## src/rtl/aes_pkg.sv

```systemverilog
// Shared constants and types for the AES ciphertext serializer slice.
// Block/word geometry and the most-significant-word-first word selector.
package aes_pkg;

    localparam int AES_BLK_W         = 128;
    localparam int AES_WORD_W        = 32;
    localparam int AES_WORDS_PER_BLK = 4;

    typedef logic [1:0] word_idx_t;

    localparam word_idx_t LAST_WORD_IDX = 2'd3;

    typedef enum logic {
        RD_EMPTY  = 1'b0,
        RD_STREAM = 1'b1
    } rd_state_e;

    // Word 0 is the most significant 32 bits, which keeps FIPS-197 byte order on the wire.
    function automatic logic [AES_WORD_W-1:0] select_word(
        input logic [AES_BLK_W-1:0] blk,
        input word_idx_t            idx
    );
        logic [AES_WORD_W-1:0] w;
        case (idx)
            2'd0:    w = blk[127:96];
            2'd1:    w = blk[95:64];
            2'd2:    w = blk[63:32];
            default: w = blk[31:0];
        endcase
        return w;
    endfunction

endpackage

```

## src/rtl/aes_blk_fifo.sv

```systemverilog
// Block FIFO holding whole 128-bit ciphertext blocks; DEPTH must be a power of two.
// A push while full is still accepted when a pop happens on the same edge.
module aes_blk_fifo
    import aes_pkg::*;
#(
    parameter  int DEPTH = 4,
    localparam int AW    = $clog2(DEPTH)
) (
    input  logic                 clk,
    input  logic                 reset,
    input  logic                 push_i,
    input  logic                 pop_i,
    input  logic [AES_BLK_W-1:0] data_i,
    output logic [AES_BLK_W-1:0] head_o,
    output logic                 full_o,
    output logic                 empty_o,
    output logic [AW:0]          count_o
);

    localparam logic [AW:0] FULL_CNT = (AW+1)'(DEPTH);

    logic [AES_BLK_W-1:0] mem_q [DEPTH];
    logic [AW-1:0]        wr_ptr_q, wr_ptr_d;
    logic [AW-1:0]        rd_ptr_q, rd_ptr_d;
    logic [AW:0]          count_q,  count_d;
    logic                 pop_ok;
    logic                 accept;

    assign full_o  = (count_q == FULL_CNT);
    assign empty_o = (count_q == '0);
    assign count_o = count_q;
    assign head_o  = mem_q[rd_ptr_q];

    assign pop_ok = pop_i && !empty_o;
    assign accept = push_i && (!full_o || pop_ok);

    always_comb begin
        wr_ptr_d = wr_ptr_q;
        rd_ptr_d = rd_ptr_q;
        count_d  = count_q;
        if (accept) begin
            wr_ptr_d = wr_ptr_q + 1'b1;
        end
        if (pop_ok) begin
            rd_ptr_d = rd_ptr_q + 1'b1;
        end
        case ({accept, pop_ok})
            2'b10:   count_d = count_q + 1'b1;
            2'b01:   count_d = count_q - 1'b1;
            default: count_d = count_q;
        endcase
    end

    always_ff @(posedge clk or negedge reset) begin
        if (!reset) begin
            wr_ptr_q <= '0;
            rd_ptr_q <= '0;
            count_q  <= '0;
        end else begin
            wr_ptr_q <= wr_ptr_d;
            rd_ptr_q <= rd_ptr_d;
            count_q  <= count_d;
        end
    end

    // Storage is deliberately left unreset; only the pointers define validity.
    always_ff @(posedge clk) begin
        if (accept) begin
            mem_q[wr_ptr_q] <= data_i;
        end
    end

endmodule

```

## src/rtl/aes_ct_serializer.sv

```systemverilog
// Buffers ciphertext blocks from the non-stallable AES core and replays each as four 32-bit words.
// Define AES_SER_OVF_CNT_EN to build the saturating dropped-block counter behind ovf_count.
module aes_ct_serializer
    import aes_pkg::*;
#(
    parameter  int DEPTH = 4,
    localparam int AW    = $clog2(DEPTH)
) (
    input  logic                  clk,
    input  logic                  reset,
    input  logic                  in_valid,
    input  logic [AES_BLK_W-1:0]  in_data,
    output logic                  out_valid,
    input  logic                  out_ready,
    output logic [AES_WORD_W-1:0] out_data,
    output logic                  out_last,
    output logic                  overflow,
    input  logic                  clr_ovf,
    output logic [7:0]            ovf_count,
    output logic [AW:0]           level
);

    logic [AES_BLK_W-1:0] head_blk;
    logic                 fifo_full;
    logic                 fifo_empty;
    logic                 pop;
    logic                 drop;
    rd_state_e            rd_state;
    word_idx_t            word_idx_q, word_idx_d;
    logic                 overflow_q, overflow_d;

    aes_blk_fifo #(
        .DEPTH (DEPTH)
    ) u_fifo (
        .clk     (clk),
        .reset   (reset),
        .push_i  (in_valid),
        .pop_i   (pop),
        .data_i  (in_data),
        .head_o  (head_blk),
        .full_o  (fifo_full),
        .empty_o (fifo_empty),
        .count_o (level)
    );

    assign rd_state = fifo_empty ? RD_EMPTY : RD_STREAM;

    always_comb begin
        out_valid  = 1'b0;
        out_data   = '0;
        out_last   = 1'b0;
        pop        = 1'b0;
        word_idx_d = word_idx_q;
        case (rd_state)
            RD_STREAM: begin
                out_valid = 1'b1;
                out_data  = select_word(head_blk, word_idx_q);
                out_last  = (word_idx_q == LAST_WORD_IDX);
                if (out_ready) begin
                    if (word_idx_q == LAST_WORD_IDX) begin
                        word_idx_d = '0;
                        pop        = 1'b1;
                    end else begin
                        word_idx_d = word_idx_q + 2'd1;
                    end
                end
            end
            default: begin
                word_idx_d = word_idx_q;
            end
        endcase
    end

    always_ff @(posedge clk or negedge reset) begin
        if (!reset) begin
            word_idx_q <= '0;
        end else begin
            word_idx_q <= word_idx_d;
        end
    end

    // A retire on the same edge frees a slot, so only a truly full FIFO drops.
    assign drop = in_valid && fifo_full && !pop;

    always_comb begin
        overflow_d = overflow_q;
        if (drop) begin
            overflow_d = 1'b1;
        end else if (clr_ovf) begin
            overflow_d = 1'b0;
        end
    end

    always_ff @(posedge clk or negedge reset) begin
        if (!reset) begin
            overflow_q <= 1'b0;
        end else begin
            overflow_q <= overflow_d;
        end
    end

    assign overflow = overflow_q;

`ifdef AES_SER_OVF_CNT_EN
    logic [7:0] ovf_cnt_q, ovf_cnt_d;

    always_comb begin
        ovf_cnt_d = ovf_cnt_q;
        if (clr_ovf) begin
            ovf_cnt_d = drop ? 8'd1 : 8'd0;
        end else if (drop && (ovf_cnt_q != 8'hFF)) begin
            ovf_cnt_d = ovf_cnt_q + 8'd1;
        end
    end

    always_ff @(posedge clk or negedge reset) begin
        if (!reset) begin
            ovf_cnt_q <= 8'd0;
        end else begin
            ovf_cnt_q <= ovf_cnt_d;
        end
    end

    assign ovf_count = ovf_cnt_q;
`else
    assign ovf_count = 8'h00;
`endif

endmodule

```

## config.mk

```make
export PLATFORM = sky130hd
export DESIGN_NAME = aes_ct_serializer
export DESIGN_NICKNAME = d
export VERILOG_FILES = /design/src/rtl/aes_pkg.sv /design/src/rtl/aes_blk_fifo.sv /design/src/rtl/aes_ct_serializer.sv
export SDC_FILE = /design/constraint.sdc
export NUM_CORES = 1
export LEC_CHECK = 0
export BUFFER_PORTS_ARGS = -buffer_cell sky130_fd_sc_hd__buf_2
export CAP_MARGIN = 20
export CELL_PAD_IN_SITES_DETAIL_PLACEMENT = 1
export CELL_PAD_IN_SITES_GLOBAL_PLACEMENT = 1
export CORE_UTILIZATION = 48
export DETAILED_ROUTE_END_ITERATION = 7
export GPL_TIMING_DRIVEN = 0
export HOLD_SLACK_MARGIN = 0.15
export PLACE_DENSITY = 0.87
export REMOVE_ABC_BUFFERS = 1
export SYNTH_ARGS = -nofsm -noshare
export SYNTH_HDL_FRONTEND = slang
export SYNTH_SLANG_ARGS = --single-unit
```

## constraint.sdc

```tcl
create_clock -name clk -period 7.8 [get_ports clk]
set_input_delay 1.17 -clock clk [delete_from_list [all_inputs] [get_ports clk]]
set_output_delay 1.17 -clock clk [all_outputs]
set_load 0.05 [all_outputs]
```

# After elaboration in Yosys (flattened, before gate mapping)
# Memory sizes are Yosys's and may differ from the RTL's.
# Cells that the tools add are included.
dict set report totals {
  reg_bits 10
  mem_bits_rw 512
  inputBits 133
  out_inout_bits 46
  elab_cells 44
  mem_count 1
}
# memory words width read_ports rd_clocked_by_memory_dff write_ports line_no
set memory_table {}
lappend memory_table {u_fifo.mem_q 4 128 1 0 1 aes_blk_fifo.sv:22} ;# logic [AES_BLK_W-1:0] mem_q [DEPTH];
dict set report op_classes {
  addsub 5
  n_eq_ne 6
  n_mux 13
  bitwise 1
  reduce_logical 13
}
# cell count
set ops {}
lappend ops {{32-bit one-hot mux with 3 select lines} 1}
lappend ops {{32-bit 2-to-1 mux} 1}
lappend ops {{1-bit 2-to-1 mux} 9}
lappend ops {{2-bit by 1-bit adder with 2-bit output (second input constant)} 3}
lappend ops {{2-bit == test (second input constant)} 3}
lappend ops {{3-bit one-hot mux with 2 select lines} 1}
lappend ops {{2-bit by 1-bit == test with 1-bit output (second input constant)} 2}
lappend ops {{1-bit logical AND} 4}
lappend ops {{2-bit nonzero test} 2}
lappend ops {{3-bit by 1-bit adder with 3-bit output (second input constant)} 1}
lappend ops {{3-bit == test (second input constant)} 1}
lappend ops {{1-bit logical NOT} 3}
lappend ops {{3-bit logical NOT} 1}
lappend ops {{3-bit by 1-bit subtractor with 3-bit output (second input constant)} 1}
lappend ops {{2-bit logical NOT} 1}
lappend ops {{2-bit 2-to-1 mux} 1}
lappend ops {{2-bit AND reduction} 1}
lappend ops {{1-bit logical OR} 1}
lappend ops {{1-bit NOT} 1}

# Longest topological paths before layout
dict set report depth {
  depth_word 9
  ltp_mapped 8
  depth_no_buf 8
}

# Hierarchy
# Synthesis repeated with hierarchy kept, for this count alone.
dict set report unflattened {
  cells_unflattened 884
  hier_area_um2 20309.5
}
# module instances cells_per_inst area_each_um2 seq_area_each_um2
set by_module_without_submodules {}
lappend by_module_without_submodules {aes_blk_fifo 1 707 18849.3 15549.9}
lappend by_module_without_submodules {aes_ct_serializer 1 177 1460.2 75.1}

# Worst setup path after synthesis
# OpenSTA, ideal clock, no wires.
dict set report synth_timing {
  kind {input port to flip-flop}
  startpoint {in in_valid}
  endpoint {mem u_fifo.mem_q[0][0] (enable)}
  setup_ns 0.502
  arrival_time_ns 4.705
  required_time_ns 7.298
  setup_slack_ns 2.593
  path_stages 4
  path_buffers 1
  path_cell_list {clkbuf_1 -> inv_1 -> a21oi_2 -> and2_1}
}
dict set report synth_between {
  elab_chain_len 3
}
# element line_no
set synth_rtl {}
lappend synth_rtl {{start: declaration} aes_ct_serializer.sv:11} ;# input logic in_valid,
lappend synth_rtl {{1-bit logical AND} aes_blk_fifo.sv:35} ;# assign accept = push_i && (!full_o || pop_ok);
lappend synth_rtl {{1-bit 2-to-1 mux} aes_blk_fifo.sv:68} ;# if (accept) begin
lappend synth_rtl {{1-bit 2-to-1 mux (implied by the code)} aes_blk_fifo.sv:69} ;# mem_q[wr_ptr_q] <= data_i;
lappend synth_rtl {{end: declaration} aes_blk_fifo.sv:22}
# Every way passes these cells.

# Final worst setup path
dict set report layout_timing {
  startpoint {reg u_fifo.rd_ptr_q[1]}
  endpoint {out out_data[14]}
}
dict set report layout_between {
  elab_chain_len 3
}
# element line_no
set layout_rtl {}
lappend layout_rtl {{start: declaration} aes_blk_fifo.sv:24} ;# logic [AW-1:0] rd_ptr_q, rd_ptr_d;
lappend layout_rtl {{start signal: assignment} aes_blk_fifo.sv:61} ;# rd_ptr_q <= rd_ptr_d;
lappend layout_rtl {{memory read 4 x 128 bit} --}
lappend layout_rtl {{32-bit one-hot mux with 3 select lines} aes_pkg.sv:24} ;# case (idx)
lappend layout_rtl {{32-bit 2-to-1 mux} aes_ct_serializer.sv:54} ;# case (rd_state)
lappend layout_rtl {{end: declaration} aes_ct_serializer.sv:15} ;# output logic [AES_WORD_W-1:0] out_data,
# Every way passes these cells.

==> qor.json <==
{
  "postSynth.topFlopCell": "sky130_fd_sc_hd__edfxtp_1",
  "final.setup_skew_ns": 0.01646,
  "finalHoldViolCount": 0,
  "wire_per_inst_um": 26.55,
  "clk_latency_ns": 0.60,
  "yosys.area.top_type_share": 0.7474,
  "placeableCoreArea_um2": 42130,
  "netlist_area_um2": 20570,
  "report.final.setup_viol": 0,
  "slew-limit-headroom": 0.5011,
  "vdd_drop_max_mv": 0.3383,
  "rr_endpoint": "u_fifo.mem_q[0][2]",
  "yosys.area.top_type": "sky130_fd_sc_hd__edfxtp_1",
  "remaining_drc_errors": 0,
  "post-route-worst-setup-slack_ns": 3.065,
  "drtIter0Drc": 861,
  "worst-endpoint-arrival_ns": 3.56,
  "path_clk_slew_ns": 0.06,
  "grt_pass1_vias": 12261,
  "die_height_um": 209.0,
  "clkSinkCount": 522,
  "netlist_top_cells_area": "sky130_fd_sc_hd__edfxtp_1, sky130_fd_sc_hd__mux2i_1, sky130_fd_sc_hd__mux4_2",
  "grt_util_all_layers": 0.2361,
  "place.detailed.hpwl_mm": 30.10,
  "layout.cells.most_common_list": "sky130_fd_sc_hd__edfxtp_1, sky130_fd_sc_hd__buf_2, sky130_fd_sc_hd__mux2i_1",
  "drt_pre_antenna_iters": 5,
  "critical_path.endpoint_type": "primary output",
  "crit_end": "out_data[14]",
  "initial_core_utilization": 0.4882,
  "route.vias.total": 11210,
  "layout.cells.non_filler": 1915,
  "pre_cts_slack_ns": 3.660,
  "die_area_um2": 43690,
  "cts-buffers-inserted": 55,
  "placementRows": 75,
  "synth_edf_count": 512,
  "maximum_number_of_pins_on_one_net_before_global_route_repair": 65,
  "final_count_of_pins_violating_max_slew": 0,
  "ant_nets": 0,
  "synth_cell_type_count": 39,
  "placed_cells_incl_taps": 1808,
  "finish.utilization": 0.5703,
  "cts_post_setup_buffers_inserted": 0,
  "final.min_clock_period_ns": 4.735,
  "clock-root-buffer": "sky130_fd_sc_hd__clkbuf_16",
  "r2r_start": "word_idx_q[0]",
  "io_pins": 179,
  "sequential_to_total_area_share_from_yosys_stat": 0.7596,
  "yosys_warnings": 0,
  "globalRoute.totalOverflow": 0,
  "maximum_frequency_from_static_timing_analysis_ghz": 0.2112,
  "finalNetCount": 1469,
  "die-width_um": 209.0,
  "ratio_of_cells_with_drive_above_1_in_the_final_layout": 0.2580,
  "run_status": "complete, no violations",
  "tightestPinTransition_ns": 0.7483,
  "globalplace.congestion": 0.7506,
  "routed_wirelength_mm": 50.85,
  "cts_hold_repair.buffers": 0,
  "routed_via_density": 5.854,
  "layout-area-overhead-vs-synth_pct": 16.82,
  "critical_setup_path_class": "register to primary output",
  "period_share": 0.6070,
  "critical_path.startpoint": "u_fifo.rd_ptr_q[1]",
  "final_common_cell": "sky130_fd_sc_hd__edfxtp_1",
  "placement.io_buffers": 170,
  "grt_antenna_before_repair": 10,
  "min-delay-path-class": "input port to async pin",
  "grt_first_pass_wirelength_mm": 75.62,
  "cts_tree": "built",
  "synthCells": 1142,
  "setup.reg_to_reg.worst_slack_ns": 4.50,
  "rsz0062_at_grt": "no",
  "timing.critical_path.from_type": "register",
  "critPathMaxFanout": 48,
  "synth.ff_latch_count": 522,
  "htreeDepth": 2,
  "synth_area_per_cell_um2": 18.01,
  "ctsLongestPathBuffers": 3,
  "maxCapViolCount": 0,
  "cts_resized": 0,
  "cellPowerDensity_nw_per_um2": 423.4,
  "postSynth.asyncResetShare": 0.01916,
  "p_leak_nw": 8.390,
  "worst_ep_required_time_ns": 6.63,
  "rr_worst_depth": 7
}
[through the flow]
| step | cell area (um2) | power (mW) | TNS, ns | hold WS [ns] |
|---|---|---|---|---|
| after global placement | 21680 | 7.948 | -253.91 | 0.5142 |
| after global routing | 24030 | 10.59 | 0 | 0.4141 |
| after detailed placement | 22340 | 7.814 | 0 | 0.5170 |
| after floorplan | 20150 | 6.711 | -28.71 | 0.5340 |
| after CTS | 24020 | 10.29 | 0 | 0.3962 |
| final | 24030 | 10.17 | 0 | 0.4244 |
[Yosys cell counts (2+ instances only)]
cell	n
sky130_fd_sc_hd__ha_1	9
sky130_fd_sc_hd__nor2_1	63
sky130_fd_sc_hd__and2_1	6
sky130_fd_sc_hd__mux2_2	2
sky130_fd_sc_hd__inv_1	9
sky130_fd_sc_hd__xor2_1	2
sky130_fd_sc_hd__nand2_1	8
sky130_fd_sc_hd__a21oi_1	67
sky130_fd_sc_hd__mux2i_1	155
sky130_fd_sc_hd__buf_6	6
sky130_fd_sc_hd__buf_4	23
sky130_fd_sc_hd__dfrtp_1	10
sky130_fd_sc_hd__buf_2	25
sky130_fd_sc_hd__xnor2_1	3
sky130_fd_sc_hd__a22oi_1	2
sky130_fd_sc_hd__edfxtp_1	512
sky130_fd_sc_hd__nand2b_1	2
sky130_fd_sc_hd__a2111oi_2	30
sky130_fd_sc_hd__o22ai_1	30
sky130_fd_sc_hd__nor2b_1	2
sky130_fd_sc_hd__clkbuf_1	21
sky130_fd_sc_hd__o21ai_0	70
sky130_fd_sc_hd__nand3_1	34
sky130_fd_sc_hd__a211oi_1	2
sky130_fd_sc_hd__or3_1	2
sky130_fd_sc_hd__mux4_2	34
[metal layers]
metal | up-vias | GRT usage | routed length, um
met1 | 5871 | 0.3018 | 21480
met2 | 310 | 0.4028 | 25420
met5 | - | 0 | 71
li1 | 4920 | - | -
met4 | 10 | 0.09077 | 1396
met3 | 99 | 0.04133 | 2485
[where the power goes]
part	switching, mW	internal, mW	total [mW]
clock network	1.06	1.38	2.44
logic	2.54	1.26	3.81
registers	0.233	3.69	3.93
[sequential cells by signal, summed over array words and instances (netlist names)]
| name | count |
|---|---|
| u_fifo.mem_q | 512 |
| u_fifo.rd_ptr_q | 2 |
| word_idx_q | 2 |
| u_fifo.wr_ptr_q | 2 |
| overflow | 1 |
| u_fifo.count_o | 3 |
[how the worst min path moves through the flow]
stage	start	depth (start not counted)	to
after floorplan	u_fifo.wr_ptr_q[1]	1	u_fifo.wr_ptr_q[1]
after global placement	overflow	2	overflow
after detailed placement	overflow	2	overflow
after CTS	reset	1	overflow
after global routing	reset	1	overflow
final	reset	1	overflow
[worst max-delay path, cell delays in order (launching register included)]
cell and delay, ns:
sky130_fd_sc_hd__dfrtp_4 0.80, sky130_fd_sc_hd__buf_16 0.36, sky130_fd_sc_hd__buf_16 0.31, sky130_fd_sc_hd__and3b_4 0.38
sky130_fd_sc_hd__buf_12 0.24, sky130_fd_sc_hd__a2111oi_2 0.40, sky130_fd_sc_hd__a21oi_1 0.15, sky130_fd_sc_hd__buf_2 0.24
[cells by family (layout without fill, tap and decap cells)]
logic type	Yosys count	count (layout)	share of synthesized area
mux	191	191	0.1137
simple gates	123	123	0.02683
compound gates	206	206	0.06782
other cells	1	12	0.0001823
flops	522	522	0.7596
fa+ha+maj	10	10	0.006448
xor+xnor	5	5	0.002129
buf+inv	84	307	0.02324
[layout make-up]
cell class	count	area, um2
Antenna cell	4	10.01
Inverter	9	33.78
Clock inverter	34	227.7
Sequential cell	522	15630
Fill cell	3784	18100
Timing Repair Buffer	195	1479
Clock buffer	69	1450
Multi-Input combinational cell	543	4523
Tap cell	539	674.4
Note: power is estimated with default switching activity, not from simulation.
